**config.mk**
```make
export PLATFORM = sky130hd
export DESIGN_NAME = cluster_clkgate_ctrl
export DESIGN_NICKNAME = d
export VERILOG_FILES = /design/src/rtl/cluster_clkgate_ctrl.sv
export SDC_FILE = /design/constraint.sdc
export NUM_CORES = 1
export LEC_CHECK = 0
export BUFFER_PORTS_ARGS = -buffer_cell sky130_fd_sc_hd__buf_4
export CAP_MARGIN = 20
export CELL_PAD_IN_SITES_DETAIL_PLACEMENT = 0
export CELL_PAD_IN_SITES_GLOBAL_PLACEMENT = 1
export CORE_MARGIN = 2
export CORE_UTILIZATION = 40
export DETAILED_ROUTE_END_ITERATION = 7
export PLACE_DENSITY_LB_ADDON = 0.3
export SLEW_MARGIN = 20
export SYNTH_ARGS = -nofsm -noshare
export SYNTH_HDL_FRONTEND = slang
export SYNTH_SLANG_ARGS = --single-unit
```
**constraint.sdc**
```tcl
create_clock -name clk_i -period 5.05 [get_ports clk_i]
set_clock_uncertainty 0.05 [all_clocks]
set_input_delay 0.7575 -clock clk_i [delete_from_list [all_inputs] [get_ports clk_i]]
set_output_delay 0.7575 -clock clk_i [all_outputs]
set_load 0.05 [all_outputs]
```
**src/rtl/cluster_clkgate_ctrl.sv**
```systemverilog
// Per-channel clock-gate enable sequencer: OFF -> WAKE -> ON -> IDLE -> OFF, with wake delay and idle hysteresis.
// clk_en/ack are decoded from registered state only; ack follows clk_en by WAKE_CYCLES edges; no backpressure.
module cluster_clkgate_ctrl #(
  parameter int NUM_CH      = 4,
  parameter int IDLE_CYCLES = 16,
  parameter int WAKE_CYCLES = 2
) (
  input  logic              clk_i,
  input  logic              rst_i,
  input  logic              test_en_i,
  input  logic [NUM_CH-1:0] req_i,
  input  logic [NUM_CH-1:0] force_on_i,
  output logic [NUM_CH-1:0] clk_en_o,
  output logic [NUM_CH-1:0] ack_o,
  output logic              all_off_o
);

  localparam int CNT_MAX = (IDLE_CYCLES > WAKE_CYCLES) ? IDLE_CYCLES : WAKE_CYCLES;
  localparam int CW      = (CNT_MAX > 1) ? $clog2(CNT_MAX) : 1;

  localparam logic [1:0] ST_OFF  = 2'd0;
  localparam logic [1:0] ST_WAKE = 2'd1;
  localparam logic [1:0] ST_ON   = 2'd2;
  localparam logic [1:0] ST_IDLE = 2'd3;

  localparam logic [CW-1:0] WAKE_LOAD = (WAKE_CYCLES > 0) ? CW'(WAKE_CYCLES - 1) : CW'(0);
  localparam logic [CW-1:0] IDLE_LOAD = (IDLE_CYCLES > 0) ? CW'(IDLE_CYCLES - 1) : CW'(0);

  logic [1:0]        state_q [NUM_CH];
  logic [1:0]        state_d [NUM_CH];
  logic [CW-1:0]     cnt_q   [NUM_CH];
  logic [CW-1:0]     cnt_d   [NUM_CH];
  logic [NUM_CH-1:0] act;
  logic [NUM_CH-1:0] fsm_en;
  logic [NUM_CH-1:0] fsm_ack;
  logic [NUM_CH-1:0] fsm_off;

  assign act = req_i | force_on_i;

  always_comb begin
    for (int c = 0; c < NUM_CH; c++) begin
      state_d[c] = state_q[c];
      cnt_d[c]   = cnt_q[c];
      case (state_q[c])
        ST_OFF: begin
          if (act[c]) begin
            state_d[c] = (WAKE_CYCLES == 0) ? ST_ON : ST_WAKE;
            cnt_d[c]   = WAKE_LOAD;
          end
        end
        ST_WAKE: begin
          // Wake is never aborted: the gate cell must settle before we report ack.
          if (cnt_q[c] == '0) begin
            state_d[c] = ST_ON;
          end else begin
            cnt_d[c] = cnt_q[c] - CW'(1);
          end
        end
        ST_ON: begin
          if (!act[c]) begin
            state_d[c] = (IDLE_CYCLES == 0) ? ST_OFF : ST_IDLE;
            cnt_d[c]   = IDLE_LOAD;
          end
        end
        default: begin
          if (act[c]) begin
            state_d[c] = ST_ON;
          end else if (cnt_q[c] == '0) begin
            state_d[c] = ST_OFF;
          end else begin
            cnt_d[c] = cnt_q[c] - CW'(1);
          end
        end
      endcase
    end
  end

  always_ff @(posedge clk_i) begin
    for (int c = 0; c < NUM_CH; c++) begin
      if (rst_i) begin
        state_q[c] <= ST_OFF;
        cnt_q[c]   <= '0;
      end else begin
        state_q[c] <= state_d[c];
        cnt_q[c]   <= cnt_d[c];
      end
    end
  end

  always_comb begin
    fsm_en  = '0;
    fsm_ack = '0;
    fsm_off = '0;
    for (int c = 0; c < NUM_CH; c++) begin
      fsm_en[c]  = (state_q[c] != ST_OFF);
      fsm_ack[c] = (state_q[c] == ST_ON) || (state_q[c] == ST_IDLE);
      fsm_off[c] = (state_q[c] == ST_OFF);
    end
  end

  // Test override only touches the enable path, never state or ack.
  assign clk_en_o  = fsm_en | {NUM_CH{test_en_i}};
  assign ack_o     = fsm_ack;
  assign all_off_o = &fsm_off;

endmodule
```
==> results.sh <==
export IMPL_post_cts_resized=0
export IMPL_die_w_um=73.09
export IMPL_globalplace_congestion=0.8255
export IMPL_clockRootBuffer="clkbuf_8"
export IMPL_hp_class="reg2reg"
export IMPL_clkSinkCount=24
export IMPL_worst_pin_slew_ns=0.6015
export IMPL_min_period_ns=2.592
export IMPL_start_util=0.4097
export IMPL_status="completed"
export IMPL_grt_pass1_vias=1587
export IMPL_drt_wl_total_mm=4.104
export IMPL_clk_latency_ns=0.27
export IMPL_async_flop_share=0
export IMPL_finalHoldViolCount=0
export IMPL_dieArea_um2=5342
export IMPL_hpwl_mm=3.046
export IMPL_worstSetupPathType="reg2out"
export IMPL_drt_iter0_markers=157
export IMPL_p_leak_uw=0.0009146
export IMPL_clk_pin_slew_ns=0.09
export IMPL_slew_limit_headroom=0.5876
export IMPL_holdBufCountCts=0
export IMPL_cts_htree_levels=1
export IMPL_core_um2=4661
export IMPL_critPathMaxStageDelay_ns=0.53
export IMPL_cts_buffers=3
export IMPL_firstDrtPassIters=4
export IMPL_yosysSeqAreaShare=0.2516
export IMPL_synth_cells=234
export IMPL_startpoint_type="flop"
export IMPL_required_ns=4.24
export IMPL_globalRouteOverflowTotal=0
export IMPL_tns_ns=0
export IMPL_avgViaCountPerCell=5.714
export IMPL_n_antenna_cell=0
export IMPL_grt_pass1_wl_mm=7.100
export IMPL_synthFlopType="dfxtp_1"
export IMPL_drc=0
export IMPL_critPathBufInv=2
export IMPL_end_kind="output port"
export IMPL_nets=290
export IMPL_pre_cts_slack_ns=2.724
export IMPL_cts_tree="built"
export IMPL_dpl_cell_area_um2=2108
export IMPL_crit_family="flip-flops"
export IMPL_ys_types=49
export IMPL_port_buffers=19
export IMPL_p_per_area_nw_per_um2=651.2
export IMPL_worst_path_max_fanout=10
export IMPL_cts_setup_buffers=0
export IMPL_critPathSlowestCell="dfxtp_1"
export IMPL_antenna_found_initial=0
export IMPL_fp_dieH_um=73.09
export IMPL_synth_common_cells="dfxtp_1, ha_1, a21oi_1"
export IMPL_vias=1760
export IMPL_num_rows=25
export IMPL_grt_usage=0.1627
export IMPL_yosysTopAreaCellShare=0.2516
export IMPL_setup_viol=0
export IMPL_pin_count=20
export IMPL_drv_cap=0
export IMPL_routedWlPerCell_um=13.32
export IMPL_design_area_um2=2180
export IMPL_synth_enable_flop_cells=0
export IMPL_vdd_drop_max_mv=0.2813
export IMPL_grt_max_degree=26
export IMPL_yosys_warnings=0
export IMPL_area_growth_pct=14.15
export IMPL_syn_area_um2=1909
export IMPL_drive_above_1_share=0.1299
export IMPL_total_power_uw=1419
export IMPL_cp_arrival_ns=1.78
export IMPL_max_clock_freq_mhz=385.8
export IMPL_yosysTopAreaCell="dfxtp_1"
export IMPL_synthTopCellsByArea="dfxtp_1, ha_1, a21oi_1"
export IMPL_ys_ff_latch=24
export IMPL_setup_slack_ns=2.458
export IMPL_clk_path_buf_depth=2
export IMPL_syn_nets=269
export IMPL_ant_nets=0
export IMPL_syn_area_per_cell_um2=8.160
export IMPL_finalCritPeriodShare=0.5132
export IMPL_worstPathCellList="inv_1, ha_1, or2_2, buf_4"
export IMPL_rsz0062_at_grt="no"
export IMPL_fill_cells=465
export IMPL_drv_slew=0
worst min-delay path: stages (launching register included):
cell and delay (ns):
dfxtp_1 0.33, o31ai_1 0.06, a21oi_1 0.06
report_power, final:
| group | switching, uW | internal (uW) | total, uW |
|---|---|---|---|
| clock network | 65.0 | 106 | 171 |
| registers | 103 | 270 | 373 |
| logic | 509 | 366 | 875 |
final cells by class:
class                   count  area (um2)  share of cell area
clock inverters             1       30.03             0.01378
well taps                  54       67.56             0.03100
multi-input cells         185        1335              0.6125
clock buffers               3       41.29             0.01894
inverters                  22       82.58             0.03789
flip-flops and latches     24       480.5              0.2204
repair buffers             19       142.6             0.06544
layout by cell type, fill, tap and decap left out, types with 4 or more instances in the layout:
| cell | synthesis | final |
|---|---|---|
| nor3_1 | 11 | 11 |
| o31ai_1 | 4 | 4 |
| or4_1 | 4 | 4 |
| or2_2 | 4 | 4 |
| buf_4 | 0 | 19 |
| inv_1 | 22 | 22 |
| nand2b_1 | 7 | 7 |
| dfxtp_1 | 24 | 24 |
| nand3b_1 | 4 | 4 |
| a31oi_1 | 6 | 6 |
| a211oi_1 | 5 | 5 |
| nand2_1 | 7 | 7 |
| o21bai_1 | 5 | 5 |
| a21oi_1 | 23 | 23 |
| ha_1 | 24 | 24 |
| or3b_1 | 4 | 4 |
| o21ai_0 | 9 | 9 |
| nor2_1 | 17 | 17 |
cells by family after synthesis:
kind of cell | after synthesis | synth area share
muxes | 6 | 0.03342
buffers and inverters | 25 | 0.04915
adders and majority gates | 24 | 0.1573
and+or+nand+nor | 78 | 0.2405
DFF | 24 | 0.2516
AOI/OAI and AO/OA | 77 | 0.2680
worst paths after layout:
kind                            slack [ns]  cells after the start                       start                        to
worst max-delay path                  2.46                      4  state_q[3][0]$_SDFFE_PP0P_                  ack_o[3]
worst min-delay path                  0.44                      2    cnt_q[0][3]$_SDFFE_PP0P_  cnt_q[0][3]$_SDFFE_PP0P_
worst max register to register        2.77                      6  state_q[3][0]$_SDFFE_PP0P_  cnt_q[3][2]$_SDFFE_PP0P_
worst min register to register        0.44                      2    cnt_q[0][3]$_SDFFE_PP0P_  cnt_q[0][3]$_SDFFE_PP0P_
flip-flops by register name, indices dropped and copies added, names as in the netlist:
name / count
cnt_q: 16
state_q: 8
stage by stage:
stage	hold slack [ns]	instances	utilization
5_1_grt	0.4838	308	0.4677
6_report	0.4441	308	0.4677
2_1_floorplan	0.4069	234	-
4_1_cts	0.4499	308	0.4677
3_3_place_gp	0.4340	304	0.4523
3_5_place_dp	0.4360	304	0.4523
per-layer routing:
layer	up-vias	wire [um]	track usage	share of wire
li1	913	-	-	-
met4	0	20	0.02058	0.0049
met5	-	0	0	0
met3	2	169	0.03039	0.041
met1	812	2045	0.2258	0.50
met2	33	1869	0.2683	0.46
(Power assumes the default switching activity.)
